<file path="src/rtl/trit_pkg.sv">
`default_nettype none
// +----------------------------------------------------------------------------+
// | trit_pkg : trit codes and transfer-controller state encodings               |
// | Revision : 1.0                                                              |
// +----------------------------------------------------------------------------+
package trit_pkg;

    typedef logic [1:0] trit_t;

    localparam trit_t TRIT_ZERO    = 2'b00;
    localparam trit_t TRIT_PLUS    = 2'b01;
    localparam trit_t TRIT_MINUS   = 2'b10;
    localparam trit_t TRIT_INVALID = 2'b11;

    typedef enum logic [2:0] {
        ST_IDLE = 3'd0,
        ST_LEAD = 3'd1,
        ST_PHP  = 3'd2,
        ST_PHM  = 3'd3,
        ST_TAIL = 3'd4,
        ST_DONE = 3'd5
    } state_t;

    // The invalid code is folded to ZERO before it enters the receive word.
    function automatic trit_t trit_clean(input trit_t t);
        return (t == TRIT_INVALID) ? TRIT_ZERO : t;
    endfunction

endpackage
`default_nettype wire

</file>
<file path="src/rtl/tspi_phase_timer.sv">
`default_nettype none
// +----------------------------------------------------------------------------+
// | tspi_phase_timer : DIV-cycle phase counter with last-cycle strobe           |
// | Revision : 1.0                                                              |
// +----------------------------------------------------------------------------+
module tspi_phase_timer #(
    parameter int DIV = 2
) (
    input  logic clk_i,
    input  logic rst_i,
    input  logic en_i,
    input  logic restart_i,
    output logic last_o
);

    localparam int            CW   = (DIV > 1) ? $clog2(DIV) : 1;
    localparam logic [CW-1:0] LAST = CW'(DIV - 1);

    logic [CW-1:0] cnt_q;

    always_ff @(posedge clk_i or posedge rst_i) begin
        if (rst_i) begin
            cnt_q <= '0;
        end else if (restart_i) begin
            cnt_q <= '0;
        end else if (en_i) begin
            cnt_q <= (cnt_q == LAST) ? '0 : cnt_q + 1'b1;
        end
    end

    assign last_o = en_i && (cnt_q == LAST);

endmodule
`default_nettype wire

</file>
<file path="src/rtl/tspi_xfer_ctrl.sv">
`default_nettype none
// +----------------------------------------------------------------------------+
// | tspi_xfer_ctrl : sequences one ternary serial transfer on the trit link     |
// | Revision : 1.0                                                              |
// +----------------------------------------------------------------------------+
module tspi_xfer_ctrl
    import trit_pkg::*;
#(
    parameter int TRITS = 4,
    parameter int DIV   = 2
) (
    input  logic                 I_clk,
    input  logic                 I_rst,
    input  logic                 I_req,
    input  logic [2*TRITS-1:0]   I_tx_data,
    output logic                 O_busy,
    output logic                 O_done,
    output logic [2*TRITS-1:0]   O_rx_data,
    output logic                 O_err,
    output logic [1:0]           O_mosi,
    output logic [1:0]           O_sck,
    input  logic [1:0]           I_miso
);

    localparam int W  = 2 * TRITS;
    localparam int TW = (TRITS > 1) ? $clog2(TRITS) : 1;

    state_t          state_q;
    logic [W-1:0]    tx_q;
    logic [W-1:0]    rx_q;
    logic [W-1:0]    rx_data_q;
    logic [TW-1:0]   trit_cnt_q;
    logic            busy_q;
    logic            done_q;
    logic            err_q;
    logic            err_seen_q;
    trit_t           mosi_q;
    trit_t           sck_q;

    logic            accept_d;
    logic            phase_en_d;
    logic            phase_last;
    logic [W-1:0]    tx_d;
    logic [W-1:0]    rx_d;

    assign accept_d   = I_req && ((state_q == ST_IDLE) || (state_q == ST_DONE));
    assign phase_en_d = (state_q == ST_LEAD) || (state_q == ST_PHP) ||
                        (state_q == ST_PHM)  || (state_q == ST_TAIL);
    assign tx_d       = tx_q << 2;
    assign rx_d       = (rx_q << 2) | W'(trit_clean(I_miso));

    tspi_phase_timer #(
        .DIV (DIV)
    ) u_phase_timer (
        .clk_i     (I_clk),
        .rst_i     (I_rst),
        .en_i      (phase_en_d),
        .restart_i (accept_d),
        .last_o    (phase_last)
    );

    always_ff @(posedge I_clk or posedge I_rst) begin
        if (I_rst) begin
            state_q    <= ST_IDLE;
            tx_q       <= '0;
            rx_q       <= '0;
            rx_data_q  <= '0;
            trit_cnt_q <= '0;
            busy_q     <= 1'b0;
            done_q     <= 1'b0;
            err_q      <= 1'b0;
            err_seen_q <= 1'b0;
            mosi_q     <= TRIT_ZERO;
            sck_q      <= TRIT_ZERO;
        end else begin
            done_q <= 1'b0;
            case (state_q)
                // DONE accepts like IDLE so a held request restarts one cycle after done.
                ST_IDLE, ST_DONE: begin
                    if (I_req) begin
                        tx_q       <= tx_d_from(I_tx_data);
                        mosi_q     <= I_tx_data[W-1 -: 2];
                        rx_q       <= '0;
                        err_seen_q <= 1'b0;
                        err_q      <= 1'b0;
                        busy_q     <= 1'b1;
                        trit_cnt_q <= TW'(TRITS - 1);
                        state_q    <= ST_LEAD;
                    end else begin
                        state_q    <= ST_IDLE;
                    end
                end
                ST_LEAD: begin
                    if (phase_last) begin
                        sck_q   <= TRIT_PLUS;
                        state_q <= ST_PHP;
                    end
                end
                ST_PHP: begin
                    if (phase_last) begin
                        rx_q    <= rx_d;
                        if (I_miso == TRIT_INVALID) begin
                            err_seen_q <= 1'b1;
                        end
                        sck_q   <= TRIT_MINUS;
                        state_q <= ST_PHM;
                    end
                end
                ST_PHM: begin
                    if (phase_last) begin
                        if (trit_cnt_q != '0) begin
                            trit_cnt_q <= trit_cnt_q - 1'b1;
                            mosi_q     <= tx_q[W-1 -: 2];
                            tx_q       <= tx_d;
                            sck_q      <= TRIT_PLUS;
                            state_q    <= ST_PHP;
                        end else begin
                            mosi_q     <= TRIT_ZERO;
                            sck_q      <= TRIT_ZERO;
                            state_q    <= ST_TAIL;
                        end
                    end
                end
                ST_TAIL: begin
                    if (phase_last) begin
                        done_q    <= 1'b1;
                        busy_q    <= 1'b0;
                        rx_data_q <= rx_q;
                        err_q     <= err_seen_q;
                        state_q   <= ST_DONE;
                    end
                end
                default: begin
                    state_q <= ST_IDLE;
                end
            endcase
        end
    end

    // The MS trit goes straight to O_mosi, so the shift register keeps the rest.
    function automatic logic [W-1:0] tx_d_from(input logic [W-1:0] word);
        return word << 2;
    endfunction

    assign O_busy    = busy_q;
    assign O_done    = done_q;
    assign O_rx_data = rx_data_q;
    assign O_err     = err_q;
    assign O_mosi    = mosi_q;
    assign O_sck     = sck_q;

endmodule
`default_nettype wire
</file>
<file path="config.mk">
export PLATFORM = sky130hd
export DESIGN_NAME = tspi_xfer_ctrl
export DESIGN_NICKNAME = d
export VERILOG_FILES = /design/src/rtl/trit_pkg.sv /design/src/rtl/tspi_phase_timer.sv /design/src/rtl/tspi_xfer_ctrl.sv
export SDC_FILE = /design/constraint.sdc
export NUM_CORES = 1
export LEC_CHECK = 0
export CAP_MARGIN = 20
export CORE_AREA = 2 2 68 70
export CTS_CLUSTER_SIZE = 16
export DETAILED_ROUTE_END_ITERATION = 10
export DIE_AREA = 0 0 70 72
export PLACE_DENSITY_LB_ADDON = 0.12
export SYNTH_ARGS = -nofsm -noshare
export SYNTH_HDL_FRONTEND = slang
export SYNTH_SLANG_ARGS = --single-unit
</file>
<file path="constraint.sdc">
create_clock -name I_clk -period 2.5 [get_ports I_clk]
set_input_delay 0.625 -clock I_clk [delete_from_list [all_inputs] [get_ports I_clk]]
set_output_delay 0.625 -clock I_clk [all_outputs]
set_load 0.01 [all_outputs]
</file>
Yosys cells after proc, flatten, opt, wreduce, memory -nomap -nowiden --
Index checks and enable logic that the tools add are counted.
Storage, ports and cells: logic and storage cells 92, output and inout bits 15, flip-flop bits (word level) 38
Operators by class: add/subtract/negate cells 2, reduce and logical (&&, ||, !) cells 22, mux-type cells 42, equal/unequal tests 13, bitwise logic cells 1
Operators with widths (number):
- 2-to-1 mux 8 bit | 5
- case mux 8 bit (2 select lines) | 2
- 2-to-1 mux 2 bit | 10
- AND reduction 4 bit | 4
- 2-to-1 mux 3 bit | 5
- case mux 3 bit (5 select lines) | 1
- 2-to-1 mux 1 bit | 13
- inequality test 2 bit, second input constant | 5
- nonzero test 2 bit | 5
- AND reduction 3 bit | 3
- bitwise OR 8 x 2 -> 8 bit | 1
- case mux 2 bit (2 select lines) | 2
- equality test 3 x 2 -> 1 bit, second input constant | 2
- equality test 3 bit, second input constant | 2
- case mux 1 bit (2 select lines) | 3
- case mux 2 bit (3 select lines) | 1
- logical OR 1 bit | 4
- inequality test 2 x 1 -> 1 bit, second input constant | 2
- equality test 3 x 1 -> 1 bit, second input constant | 1
- zero test 3 bit | 1
- nonzero test 3 bit | 1
- equality test 2 bit, second input constant | 1
- logical AND 1 bit | 2
- AND reduction 2 bit | 1
- other kinds (3) | 3

Depth between registers and ports, before layout --
word-level depth 7, mapped depth 5, gate-level depth less buffers 5

Hierarchy --
From an unflattened synthesis, not the netlist that was laid out.
Unflattened totals: cells, all modules 151, area total of the unflattened synthesis 1820.5 sq um
Modules (own cells, without submodules):
- tspi_xfer_ctrl | cells an instance 146, instances 1, area an instance 1771.7 sq um
- tspi_phase_timer | cells an instance 5, instances 1, area an instance 48.8 sq um

Worst setup path after synthesis --
Ideal clock, no wire load.
kind input-to-reg, start input I_req, end register tx_q[4], setup slack 574 ps, arrival 1801 ps, stages 5, cells stage by stage buf_4 -> or4b_1 -> buf_6 -> o211ai_4 -> mux2_4
On the way: word-level cells in the longest chain between the ends 2
Ends and longest elaborated chain:
- start, declared | line tspi_xfer_ctrl.sv:14 | input logic I_req,
- inequality test 2 bit (no source line)
- AND reduction 4 bit (no source line)
- end signal, assigned | line tspi_xfer_ctrl.sv:81 | tx_q <= tx_d_from(I_tx_data);
- end signal, assigned | line tspi_xfer_ctrl.sv:114 | tx_q <= tx_d;
- end, declared | line tspi_xfer_ctrl.sv:29 | logic [W-1:0] tx_q;
Every way passes these cells. A chain may end at the register's enable or synchronous reset.

Final worst setup path --
start input I_req, end register tx_q[5]
The elaborated chain is that of the path after synthesis.

==> results.cfg <==
[global_routing]
grt_overflow_total = 0
grt_pass1_vias = 1252
grt_pass1_wl_um = 5880
grt_usage_pct = 15.1
antenna_found_initial = 0
grt_max_degree = 37

[cts]
clk_path_buf_depth = 2
ctsHoldBuffers = 0
cts_root_buf = clkbuf_8
cts-resized-gates = 0
clk_pin_slew_ns = 0.06
tritoncts = yes
clk_latency_ns = 0.28
post-cts-setup-buffer-count = 0
clock-sinks = 36
h-tree-depth = 2
cts_buffers = 5

[sta]
setup_tns_ns = 0
period_needed_ns = 2.10
holdWs_ns = 0.500
fin_crit_sh_pct = 84.0
relSlewSlack_pct = 69.7
rsz0062_at_grt = false
finalMaxSlewViolations = 0
setup_slack_ns = 0.400
timing_worst_slew_pin_value_ns = 0.452
finalHoldViolCount = 0
clock_skew_ns = 0.00568
setup-violations-final = 0
fmax_mhz = 476

[synthesis]
avgSynthCellArea_sq_um = 11.7
yosysWarnings = 0
ys_ff_latch = 36
syn-num-nets = 164
synth-edff-count = 0
synth.distinct_cells = 42
syn_inst = 150
synthArstFlopShare_pct = 100
ys.flop_type = dfrtp_1
netlist_area_sq_um = 1760
seq_area_frac_synth_pct = 51.2

[die]
die_area_sq_um = 5040
start_util_pct = 41.2
ios = 28
core_area_sq_um = 4260
die_h_um = 72
rows = 24
die_w_um = 70

[setup_path]
end_kind = register
path_cells = clkdlybuf4s50_1 > or4b_1 > o211ai_4 > mux2_4
critPathTopFamily = simple AND/OR/NAND/NOR gates
crit_type = in -> reg
required_ns = 2.67
critPathArrivalTime_ns = 2.27
critPathSlowestCell = or4b_1
max_stage_delay_ns = 0.59
critPathMaxFanout = 8
startpoint_type = primary input
crit_buf_inv = 1

[placement]
gp_congestion = 0.784
hpwl_um = 2440
preCtsSetupSlack_ns = 0.114
io_buffers = 27

[final_layout]
area_delta_synth_final_pct = 24.6
layout_common_cells = dfrtp_1 (36), clkdlybuf4s50_1 (27), mux2_2 (19), inv_1 (15), o21ai_0 (8)
drive_gt1_share_pct = 23.6
fin_nets = 196
antenna_cells = 0
final_common_cell = dfrtp_1

[detailed_routing]
first_pass_iters = 4
vias = 1217
drtIter0Drc = 56
drc = 0
avgViaCountPerCell = 5.20
final_antenna_net_count = 0
drt-wirelength-per-cell_um = 14.7
finalWirelength_um = 3430

[power_and_ir_drop]
peakVddDrop_mv = 0.455
powerDensity_nw_per_um2 = 999
leakagePower_nw = 0.982

[hold_path]
hp-class = reg -> reg

[flow_run]
cap_violations = 0

[status]
outcome = finished, final reports clean
[cells in the mapped netlist (all sizes together), types with 2 or more instances]
| cell | n | share of area [%] |
|---|---|---|
| nand2 | 3 | 0.64 |
| nand3 | 2 | 0.57 |
| mux2 | 23 | 16 |
| nor3b | 2 | 0.85 |
| nand4 | 7 | 2.5 |
| a221oi | 2 | 1.0 |
| inv | 16 | 3.4 |
| nor3 | 2 | 0.57 |
| nand2b | 3 | 1.1 |
| and4b | 2 | 1.1 |
| o2bb2ai | 2 | 1.0 |
| nor2 | 5 | 1.1 |
| clkbuf | 3 | 0.64 |
| buf | 5 | 1.9 |
| o21ai | 8 | 2.3 |
| dfrtp | 36 | 51 |
| nand3b | 2 | 0.85 |
| nor2b | 3 | 1.1 |
| a21oi | 4 | 1.1 |
| mux2i | 2 | 1.1 |
[report_power, final]
part / internal, mW / total, mW / switching, mW
combinational: 0.463 / 0.866 / 0.403
sequential: 0.747 / 0.882 / 0.136
clock: 0.245 / 0.439 / 0.194
[final timing paths]
check,from,endpoint,slack [ns],cells past startpoint
setup / recovery,I_req,tx_q[5],0.40,4
hold / removal,O_busy,O_busy,0.50,1
setup reg to reg,state_q[2],tx_q[5],0.57,3
hold reg to reg,O_busy,O_busy,0.50,1
max in group asynchronous,I_rst,O_mosi[0],1.44,3
min in group asynchronous,I_rst,O_done,0.74,3
[layer usage]
layer / track usage [%] / share of wire (%) / routed length [um] / up-vias
li1: - / - / - / 596
met1: 18.4 / 46 / 1580 / 594
met4: 6.41 / 1.1 / 38 / 0
met2: 24.8 / 49 / 1680 / 23
met5: 0 / 0 / 0 / -
met3: 4.86 / 3.9 / 135 / 4
[sequential cells by signal, summed over array words and instances (netlist names)]
register and flops:
tx_q 6, O_mosi 2, rx_q 8, O_done 1, trit_cnt_q 2, O_err 1
u_phase_timer.cnt_q 1, err_seen_q 1, O_rx_data 8, O_sck 2, O_busy 1, state_q 3
[per-stage QoR]
| step | util [%] | cell area [sq um] | power [mW] | std cells |
|---|---|---|---|---|
| finish | 51.3 | 2190 | 2.19 | 234 |
| global route | 51.3 | 2190 | 2.35 | 234 |
| CTS | 51.3 | 2190 | 2.21 | 234 |
| detailed placement | 49.1 | 2090 | 1.77 | 227 |
| global placement | 49.1 | 2090 | 1.73 | 227 |
| floorplan | - | 1760 | 1.51 | 150 |
[worst register-to-register path, cell delays in order (launching register included)]
cell	delay, ns
dfrtp_1	0.53
or4b_1	0.71
o211ai_4	0.24
mux2_4	0.34
[logic make-up after synthesis]
group,share of synthesized area [%]
simple gates,13.5
buf+inv,5.98
compound gates,11.2
mux,16.7
fa+ha+maj,1.28
flops,51.2
[area by class of cell]
class / count / area (sq um)
Timing Repair Buffer: 33 / 315
Inverter: 16 / 60.1
Fill cell: 394 / 2070
Sequential cell: 36 / 901
Tap cell: 52 / 65.1
Clock buffer: 7 / 96.3
Multi-Input combinational cell: 90 / 752
No activity file was read; power rests on OpenSTA's default activity.
